$ cat config.mk
export PLATFORM = sky130hd
export DESIGN_NAME = sort_arbiter
export DESIGN_NICKNAME = d
export VERILOG_FILES = /design/src/rtl/sort_arbiter.sv
export SDC_FILE = /design/constraint.sdc
export NUM_CORES = 1
export LEC_CHECK = 0
export ABC_AREA = 1
export BUFFER_PORTS_ARGS = -buffer_cell sky130_fd_sc_hd__buf_2
export CAP_MARGIN = 20
export CORE_MARGIN = 2
export CORE_UTILIZATION = 60
export CTS_CLUSTER_SIZE = 16
export DETAILED_ROUTE_END_ITERATION = 6
export GPL_ROUTABILITY_DRIVEN = 0
export PLACE_DENSITY = 0.83
export SYNTH_ARGS = -nofsm -noshare
export SYNTH_HDL_FRONTEND = slang
export SYNTH_SLANG_ARGS = --single-unit
$ cat constraint.sdc
create_clock -name CLK -period 3 [get_ports CLK]
set_input_delay 0.45 -clock CLK [delete_from_list [all_inputs] [get_ports CLK]]
set_output_delay 0.45 -clock CLK [all_outputs]
set_load 0.02 [all_outputs]
$ cat src/rtl/sort_arbiter.sv
// Two-client round-robin front end for a shared 8-bit signed sorter: buffer, burst, collect.
// Optional collect watchdog enabled by defining SORT_ARB_TIMEOUT_EN.
module sort_arbiter #(
    parameter int BATCH    = 8,
    parameter int MAX_IDLE = 10
) (
    input  logic              CLK,
    input  logic              RESET,
    input  logic              req0,
    input  logic              req1,
    input  logic signed [7:0] data0,
    input  logic signed [7:0] data1,
    input  logic              valid0,
    input  logic              valid1,
    output logic              gnt0,
    output logic              gnt1,
    output logic signed [7:0] s_in1,
    output logic              s_in2,
    input  logic signed [7:0] s_mout1,
    input  logic              s_mout2,
    output logic signed [7:0] res_data,
    output logic              res_valid0,
    output logic              res_valid1,
    output logic              busy,
    output logic              timeout_err
);
    localparam int CW = $clog2(BATCH);

    typedef enum logic [2:0] {IDLE, LOAD, ISSUE, GAP, COLLECT} state_t;

    state_t            state, nstate;
    logic [CW-1:0]     cnt;
    logic              owner, last_gnt;
    logic signed [7:0] mem [BATCH];
    logic              pick, cap, last_el, res_take, tmo;

    // Tie goes to the client not served last; a lone requester always wins.
    assign pick     = (req0 && req1) ? ~last_gnt : req1;
    assign cap      = (state == LOAD) && (owner ? (valid1 && gnt1) : (valid0 && gnt0));
    assign last_el  = (cnt == CW'(BATCH - 1));
    assign res_take = (state == COLLECT) && s_mout2;

    assign busy  = (state != IDLE);
    assign s_in2 = (state == ISSUE);
    assign s_in1 = (state == ISSUE) ? mem[cnt] : '0;

`ifdef SORT_ARB_TIMEOUT_EN
    localparam int IW = $clog2(MAX_IDLE + 1);
    logic [IW-1:0] idle_cnt;

    // Idle cycles accumulate across the whole collect phase, valid results do not clear it.
    assign tmo = (state == COLLECT) && !s_mout2 && (idle_cnt == IW'(MAX_IDLE));

    always_ff @(posedge CLK or posedge RESET) begin
        if (RESET) begin
            idle_cnt    <= '0;
            timeout_err <= 1'b0;
        end else if (state != COLLECT) begin
            idle_cnt <= '0;
        end else if (!s_mout2) begin
            idle_cnt <= idle_cnt + 1'b1;
            if (tmo) timeout_err <= 1'b1;
        end
    end
`else
    assign tmo         = 1'b0;
    assign timeout_err = 1'b0;
`endif

    always_ff @(posedge CLK or posedge RESET) begin
        if (RESET) state <= IDLE;
        else       state <= nstate;
    end

    always_comb begin
        nstate = state;
        case (state)
            IDLE:    if (req0 || req1) nstate = LOAD;
            LOAD:    if (cap && last_el) nstate = ISSUE;
            ISSUE:   if (last_el) nstate = GAP;
            GAP:     nstate = COLLECT;
            COLLECT: if ((res_take && last_el) || tmo) nstate = IDLE;
            default: nstate = IDLE;
        endcase
    end

    always_ff @(posedge CLK or posedge RESET) begin
        if (RESET) begin
            cnt        <= '0;
            owner      <= 1'b0;
            last_gnt   <= 1'b1;
            gnt0       <= 1'b0;
            gnt1       <= 1'b0;
            res_data   <= '0;
            res_valid0 <= 1'b0;
            res_valid1 <= 1'b0;
        end else begin
            res_valid0 <= res_take && !owner;
            res_valid1 <= res_take && owner;
            if (res_take) res_data <= s_mout1;
            case (state)
                IDLE: begin
                    cnt <= '0;
                    if (req0 || req1) begin
                        owner <= pick;
                        gnt0  <= ~pick;
                        gnt1  <= pick;
                    end
                end
                LOAD: begin
                    // cnt wraps to 0 on the last capture, ready to index the issue burst.
                    if (cap) begin
                        cnt <= cnt + 1'b1;
                        if (last_el) begin
                            gnt0 <= 1'b0;
                            gnt1 <= 1'b0;
                        end
                    end
                end
                ISSUE: cnt <= cnt + 1'b1;
                COLLECT: begin
                    if (res_take) cnt <= cnt + 1'b1;
                    if ((res_take && last_el) || tmo) last_gnt <= owner;
                end
                default: ;
            endcase
        end
    end

    // Batch buffer carries no reset; stale contents are never issued.
    always_ff @(posedge CLK) begin
        if (cap) mem[cnt] <= owner ? data1 : data0;
    end
endmodule

==> Word-level counts from Yosys, hierarchy flattened <==
Memories as Yosys holds them, arrays and structs flattened.
Cells that the tools add are included.
{ "totals": {"memories": 1, "wordCells": 65, "ff_bits": 20, "out_inout_bits": 23, "mem_bits_rw": 64} }
{ "mem_list": {"columns": ["name", "depth", "word_bits", "rd", "rd_ports_with_merged_regs", "write_ports", "line", "text"], "rows": [
  ["mem", 8, 8, 1, 0, 1, "34", "logic signed [7:0] mem [BATCH];"]
]} }
{ "op_classes": {"muxes": 20, "eq_ne": 12, "addsub": 1, "n_reduce_logical": 20, "bitwise": 2} }
{ "op_table": {"columns": ["op", "count"], "rows": [
  ["3-bit 2-to-1 mux", 6],
  ["8-bit 2-to-1 mux", 2],
  ["3-bit one-hot mux with 5 select lines", 1],
  ["3-bit one-hot mux with 4 select lines", 1],
  ["1-bit logical AND", 9],
  ["1-bit 2-to-1 mux", 8],
  ["2-bit != test (second input constant)", 4],
  ["4-bit AND reduction", 2],
  ["3-bit by 2-bit equality test with 1-bit output (second input constant)", 2],
  ["3-bit equality test (second input constant)", 2],
  ["2-bit by 1-bit != test with 1-bit output (second input constant)", 3],
  ["1-bit one-hot mux with 2 select lines", 2],
  ["2-bit AND reduction", 2],
  ["4-bit nonzero test", 1],
  ["3-bit by 1-bit adder with 3-bit output (second input constant)", 1],
  ["3-bit by 1-bit equality test with 1-bit output (second input constant)", 1],
  ["3-bit logical NOT", 1],
  ["3-bit AND reduction", 1],
  ["3-bit nonzero test", 1],
  ["1-bit NOT", 2],
  ["2-bit nonzero test", 1],
  ["1-bit logical NOT", 1],
  ["1-bit logical OR", 1]
]} }

==> Longest topological paths before layout <==
Gate-level depths: netlist of the first run.
{ "depth": {"word_depth": 6, "mapped_depth": 9} }

==> Worst setup path after synthesis of the first run <==
OpenSTA, ideal clock, no wires.
{ "synth_path": {"path_kind": "register -> output", "start": "register cnt[0]", "end": "output s_in1[6]", "path_buffers": 2, "t_required_ns": 2.550, "setup_slack_ns": 1.253, "t_arrival_ns": 1.297, "path_stages_with_launch": 10, "cell_sequence": "dfrtp_1 -> buf_6 -> inv_6 -> buf_6 -> nand2_1 -> nand2_1 -> nand2_1 -> nand2_1 -> nand2_1 -> a21oi_1"} }
{ "synth_between": {"elab_chain_cells": 2} }
{ "synth_lines": {"columns": ["element", "line", "text"], "rows": [
  ["start: declaration", "32", "logic [CW-1:0] cnt;"],
  ["start signal: assignment", "113", "cnt <= cnt + 1'b1;"],
  ["start signal: assignment", "120", "ISSUE: cnt <= cnt + 1'b1;"],
  ["start signal: assignment", "122", "if (res_take) cnt <= cnt + 1'b1;"],
  ["memory read 8 x 8 bit", null, null],
  ["8-bit 2-to-1 mux", "45", "assign s_in1 = (state == ISSUE) ? mem[cnt] : '0;"],
  ["end: declaration", "17", "output logic signed [7:0] s_in1,"]
]} }
Every way passes these cells.

==> Final worst setup path of the first run <==
{ "layout_path": {"start": "register cnt[1]", "end": "output s_in1[0]"} }
Same word-level chain as after synthesis.

==> impl_metrics.tcl, run 1 <==
set metrics [dict create \
    final_min_period_over_clock_period_pct 85.3 \
    synth_area_per_cell_sq_um 9.84 \
    finalWorstPathRequiredPeriod_ns 2.56 \
    sw_frac_of_total_pct 38.9 \
    cts_buffer_depth 2 \
    clkTransAtPathRegs_ns 0.08 \
    worst-slew-pin-transition_ns 0.784 \
    final_util_pct 69.9 \
    grt_antenna_before_repair 0 \
    critical_path.max_stage_delay_ns 0.60 \
    yosys_warnings 0 \
    buffer_ports.inserted 52 \
    number_of_global_route_vias_before_repair 2776 \
    placed_area_sq_mm 0.00422 \
    layout-drive-gt1-share_pct 24.1 \
    cts-resized-gates 0 \
    p_leak_uw 0.00206 \
    cp.buffers_inverters 2 \
    holdCritPathClass "in -> async" \
    detail_route.iter0.violations 306 \
    grt.overflow.total 0 \
    detail_route.wl_per_cell_microns 15.2 \
    post-dp-hpwl_mm 5.59 \
    htree_num_levels 3 \
    postRouteAntennaNets 0 \
    fp-row-count 29 \
    worstRegToRegCells 4 \
    power_switching_uw 1440 \
    power_density_mw_per_mm2 840 \
    worstPathCellList "inv_2 > nand3_1 > o21ai_1 > nor2_1 > a21oi_1 > buf_2" \
    initial_utilization_pct 61.9 \
    cp_max_fo 21 \
    fp.dieH_microns 84.7 \
    worst_setup_path_start_kind "flop" \
    post_synth_num_cell_types 32 \
    cap_violations 0 \
    worst-endpoint-required_ns 2.55 \
    main_combinational_cell_family_by_area_after_synthesis "simple AND/OR/NAND/NOR gates" \
    cp.arrival_ns 2.11 \
    grt_start_max_net_pins 36 \
    post_synth_mux_area_share_pct 0 \
    sum_of_negative_setup_slack_ns 0 \
    pwr-share-comb_pct 35.1 \
    simple_gate_share_of_the_synthesized_area_pct 28.3 \
    timing.setup.critical_path_class "reg -> out" \
    grt_util_all_layers_pct 24.9 \
    post_synth_fa_ha_maj_area_fraction_pct 0.641 \
    drt_pass1_iterations 4 \
    finalNetCount 488 \
    io_pins 54 \
    cts_root_buf "clkbuf_8" \
    routed_wirelength_mm 8.19 \
    final_hold_vio_count 0 \
    count_of_clock_tree_sinks 84 \
    detail_route.vias_per_cell 5.35 \
    postSynthCellCount 397 \
    result_of_the_run "complete, no violations" \
    internal_power_uw 2260 \
    remaining_drc_errors 0 \
    area_fraction_in_compound_gates_after_synthesis_pct 3.33 \
    worst_r2r_startpoint "cnt[1]" \
    yosysSeqAreaShare_pct 62.1 \
    die_area_sq_mm 0.00717 \
    final.setup_skew_ns 0.00923 \
    worstSkewPairLatency_ns 0.35 \
    clock_network_power_share_pct 20.9 \
    r2r_slack_ns 1.00 \
    ir_drop_mv 0.548 \
    antenna-diode-count 0 \
    synth_fp_nets 430 \
    critical_path.slowest_cell "dfrtp_1" \
    global_route_wire_length_before_repair_mm 13.5 \
    max_slew_headroom_pct 47.7 \
    finalInstanceArea_sq_mm 0.00441 \
    post_synth_xor_area_fraction_pct 0 \
    number_of_buffers_created_by_cts 9 \
    total_setup_buffers_inserted_after_cts 0 \
    grt_setup_unrepaired "false" \
    setup-violations-final 0 \
    timing.critical_path.max_delay_family "buffers and inverters" \
    timing_max_transition_violations_final 0 \
    tritoncts "yes" \
    synth_area_sq_mm 0.00390 \
    synthToLayoutAreaGrowth_pct 13.0 \
    fmax_achieved_mhz 391 \
    core_region_area_sq_mm 0.00631 \
    power_frac_seq_pct 44.0 \
    synth-seq-cells 84 \
    r2r-end "mem[1][1]" \
    ctsHoldBuffers 0 \
    route.vias.total 2871 \
    die-width_microns 84.7 \
    crit_path_end_kind "output port" \
]
## stage by stage
step	total power [uW]	std cells	hold slack [ns]	setup WS (ns)
after floorplan	2660	397	0.413	1.25
after global placement	2910	521	0.452	0.861
after detailed placement	2950	521	0.459	0.848
after CTS	3700	537	0.241	0.472
after global routing	3940	537	0.307	0.329
final	3700	537	0.232	0.442
## registers in the layout, summed over array words and instances, names as in the netlist
register,cells
mem,64
res_data,8
cnt,3
state,3
gnt0,1
gnt1,1
last_gnt,1
owner,1
res_valid0,1
res_valid1,1
## cell families (layout without fill, tap and decap cells)
kind of cell	count (synthesis)	count (layout)
adder cells (fa/ha/maj)	2	2
AND/OR/NAND/NOR	251	251
flip-flops	84	84
AO/OA/AOI/OAI	24	24
buffers and inverters	35	98
other	1	1
## placed cells by master (no fill, tap or decap), types with 2 or more instances in the layout
cell type,count
nand2_1,202
nand2_2,5
nand4_1,6
inv_1,10
dfrtp_1,19
nor2_2,4
nand3_1,14
inv_2,4
nor4_2,5
a21oi_1,11
clkbuf_8,12
o21ai_1,7
buf_2,52
edfxtp_1,64
nor2_1,7
o21ai_0,3
clkinv_4,2
ha_1,2
inv_6,2
nand3_2,3
buf_4,14
## worst max-delay path by stage
| stage | slack, ns | endpoint | start | cells past startpoint |
|---|---|---|---|---|
| after floorplan | 1.25 | s_in1[6] | cnt[0] | 9 |
| after global placement | 0.86 | s_in1[0] | cnt[1] | 6 |
| after detailed placement | 0.85 | s_in1[4] | cnt[0] | 8 |
| after CTS | 0.47 | s_in1[0] | cnt[1] | 6 |
| after global routing | 0.33 | s_in1[3] | cnt[0] | 8 |
| final | 0.44 | s_in1[0] | cnt[1] | 6 |
## power by group through the flow
stage	combinational [uW]	clock (uW)	sequential [uW]
floorplan	1030	0	1620
global placement	1260	0	1640
detailed placement	1300	0	1650
CTS	1300	774	1630
global route	1470	827	1650
finish	1300	772	1630
## layout make-up
type	instances	area, sq um
Multi-Input combinational cell	278	1260
Tap cell	77	96.3
Inverter	16	67.6
Sequential cell	84	2420
Clock buffer	12	165
Timing Repair Buffer	66	365
Fill cell	493	1900
Clock inverter	4	31.3
## synthesized netlist by cell type
master    instances  area share (%)
edfxtp_1         64              49
clkbuf_1          1           0.096
a31o_2            1            0.22
buf_4             3            0.58
a21oi_2           1            0.22
o21ai_1           7            0.90
nand2_2           5            0.80
or2_1             1            0.16
nand3_4           1            0.45
inv_4             1            0.16
buf_6             8             2.3
nand3b_1          1            0.19
nor2_2            4            0.64
dfrtp_1          19              12
conb_1            1           0.096
nand4_1           6            0.96
o31ai_1           1            0.19
a21oi_1          11             1.4
nand2_1         202              19
nor2_1            7            0.67
nor4_2            5             1.6
buf_2             7            0.90
nand3b_4          1            0.51
dfstp_2           1            0.67
nand3_2           3            0.77
ha_1              2            0.64
inv_1            10            0.96
o21ai_0           3            0.38
nand3_1          14             1.8
nor2_4            1            0.29
inv_6             1            0.22
inv_2             4            0.38
## per-layer routing
metal	track usage, %	vias up	wire length, microns
li1	-	1421	-
met1	32.3	1367	3500
met2	41.6	75	4220
met3	3.93	8	348
met4	11.1	0	119
met5	0	-	0
No activity file was read; power rests on OpenSTA's default activity.
==> inputs of run 2 (changes only) <==
--- a/config.mk
+++ b/config.mk
@@ -6,14 +6,14 @@
 export NUM_CORES = 1
 export LEC_CHECK = 0
 export ABC_AREA = 1
-export BUFFER_PORTS_ARGS = -buffer_cell sky130_fd_sc_hd__buf_2
 export CAP_MARGIN = 20
 export CORE_MARGIN = 2
 export CORE_UTILIZATION = 60
 export CTS_CLUSTER_SIZE = 16
 export DETAILED_ROUTE_END_ITERATION = 6
+export DONT_BUFFER_PORTS = 1
 export GPL_ROUTABILITY_DRIVEN = 0
-export PLACE_DENSITY = 0.83
+export PLACE_DENSITY = 0.76
 export SYNTH_ARGS = -nofsm -noshare
 export SYNTH_HDL_FRONTEND = slang
 export SYNTH_SLANG_ARGS = --single-unit
==> run 2 against run 1 <==
Power is 0.79% higher. Setup slack worse by 0.0054 ns. Non-clock buffer count is 54 lower. Final area is 5.8% lower. Die area stayed put. Via count is 6.2% lower. Combinational power is 4% lower. Cell count is 10% lower. Clock power is 8.9% higher. Wire length is 1.3% lower. Critical path depth is 1 higher. Critical path type unchanged. Largest power group unchanged.
==> impl_metrics.tcl, run 2 (synthesis results as in run 1) <==
set metrics [dict create \
    number_of_global_route_vias_before_repair 2676 \
    count_of_clock_tree_sinks 84 \
    htree_num_levels 3 \
    fp.dieH_microns 84.7 \
    worstRegToRegCells 3 \
    global_route_wire_length_before_repair_mm 13.3 \
    worst-slew-pin-transition_ns 0.784 \
    leading_cell_types_in_the_layout_fill_and_taps_excluded "nand2_1 (202), edfxtp_1 (64), dfrtp_1 (19)" \
    route.vias.total 2693 \
    layoutNonFillerInstCount 483 \
    die_area_sq_mm 0.00717 \
    cp.arrival_ns 2.11 \
    detail_route.iter0.violations 164 \
    final.setup_skew_ns 0.00917 \
    remaining_drc_errors 0 \
    total_setup_buffers_inserted_after_cts 0 \
    finalWorstPathRequiredPeriod_ns 2.56 \
    registers.top_by_ff_count "mem" \
    timing.setup.critical_path_class "reg -> out" \
    setup-violations-final 0 \
    final_hold_vio_count 0 \
    synthToLayoutAreaGrowth_pct 6.38 \
    cts-resized-gates 0 \
    detail_route.wl_per_cell_microns 16.7 \
    layout_top_registers "mem x64, res_data x8" \
    multi_input_comb_area_sq_mm 0.00126 \
    tritoncts "yes" \
    grt.overflow.total 0 \
    grt_start_max_net_pins 36 \
    cts_root_buf "clkbuf_8" \
    worst-endpoint-required_ns 2.55 \
    crit_path_end_kind "output port" \
    placed_cells 467 \
    worstSetupStartpoint "cnt[0]" \
    post-dp-hpwl_mm 5.44 \
    routed_wirelength_mm 8.08 \
    number_of_buffers_created_by_cts 9 \
    die-width_microns 84.7 \
    worst_r2r_startpoint "cnt[2]" \
    fmax_achieved_mhz 390 \
    cp_max_fo 18 \
    number_of_flip_flops_in_the_largest_register 64 \
    ctsHoldBuffers 0 \
    io_pins 54 \
    fp-row-count 29 \
    worstSkewPairLatency_ns 0.36 \
    result_of_the_run "complete, no violations" \
    antenna-diode-count 0 \
    power_density_mw_per_mm2 899 \
    grt_util_all_layers_pct 24.8 \
    max_slew_headroom_pct 47.7 \
    clkTransAtPathRegs_ns 0.08 \
    buffer_ports.inserted 0 \
    drt_pass1_iterations 4 \
    cts_buffer_depth 2 \
    finalNetCount 434 \
    sum_of_negative_setup_slack_ns 0 \
    total_area_of_sequential_cells_sq_mm 0.00242 \
    grt_antenna_before_repair 0 \
    holdCritPathClass "in -> async" \
    final_min_period_over_clock_period_pct 85.5 \
    placed_area_sq_mm 0.00394 \
    ir_drop_mv 0.566 \
    detail_route.vias_per_cell 5.58 \
    grt_setup_unrepaired "false" \
    layout.cells.most_common "nand2_1" \
    finalInstanceArea_sq_mm 0.00415 \
    postRouteAntennaNets 0 \
    timing_max_transition_violations_final 0 \
    fillerInstances 529 \
    core_region_area_sq_mm 0.00631 \
    initial_utilization_pct 61.9 \
    p_leak_uw 0.00182 \
    total_power_after_layout_uw 3730 \
    layout-drive-gt1-share_pct 13.8 \
    final_util_pct 65.8 \
    cap_violations 0 \
    worst_setup_path_start_kind "flop" \
]
-- run 2: cell count changes in the layout (fill, tap and decap cells not counted), sizes merged --
cell / delta
buf: -54
clkinv: -3
clkbuf: +1
clkinvlp: +1
inv: +1
-- run 2: routing by layer --
layer  GRT usage (%)  wire length (microns)
met2            41.3                   4060
met1            31.5                   3330
met3            4.82                    489
met5               0                      0
met4            11.1                    194
-- run 2: cell type report --
cell class,instances,share of cell area (%)
clock buffers,13,4.61
clock inverters,3,0.542
inverters,16,1.63
multi-input cells,278,30.4
flip-flops and latches,84,58.3
well taps,77,2.32
repair buffers,12,2.17
-- run 2: worst paths after layout --
kind	end	slack [ns]
max	s_in1[7]	0.44
min	res_data[2]	0.12
max reg2reg	mem[5][7]	0.92
min reg2reg	last_gnt	0.52
max in group asynchronous	state[0]	2.39
min in group CLK	res_data[3]	0.23
-- run 2: report_power, final --
part / switching [uW] / internal (uW)
Combinational: 905 / 343
Sequential: 139 / 1510
Clock: 412 / 429
-- run 2: critical path, stage by stage (launching register included) --
cell and delay (ns):
dfrtp_1 0.60, buf_4 0.32, nand2_1 0.08, nand2_1 0.07, nand2_1 0.05, nand2_1 0.07, nand2_1 0.06, a21oi_1 0.51
-- run 2: metrics by stage --
stage	hold WS, ns	setup WS, ns
2_1_floorplan	0.413	1.25
3_3_place_gp	0.491	0.859
3_5_place_dp	0.493	0.829
4_1_cts	0.133	0.404
5_1_grt	0.188	0.309
6_report	0.121	0.436
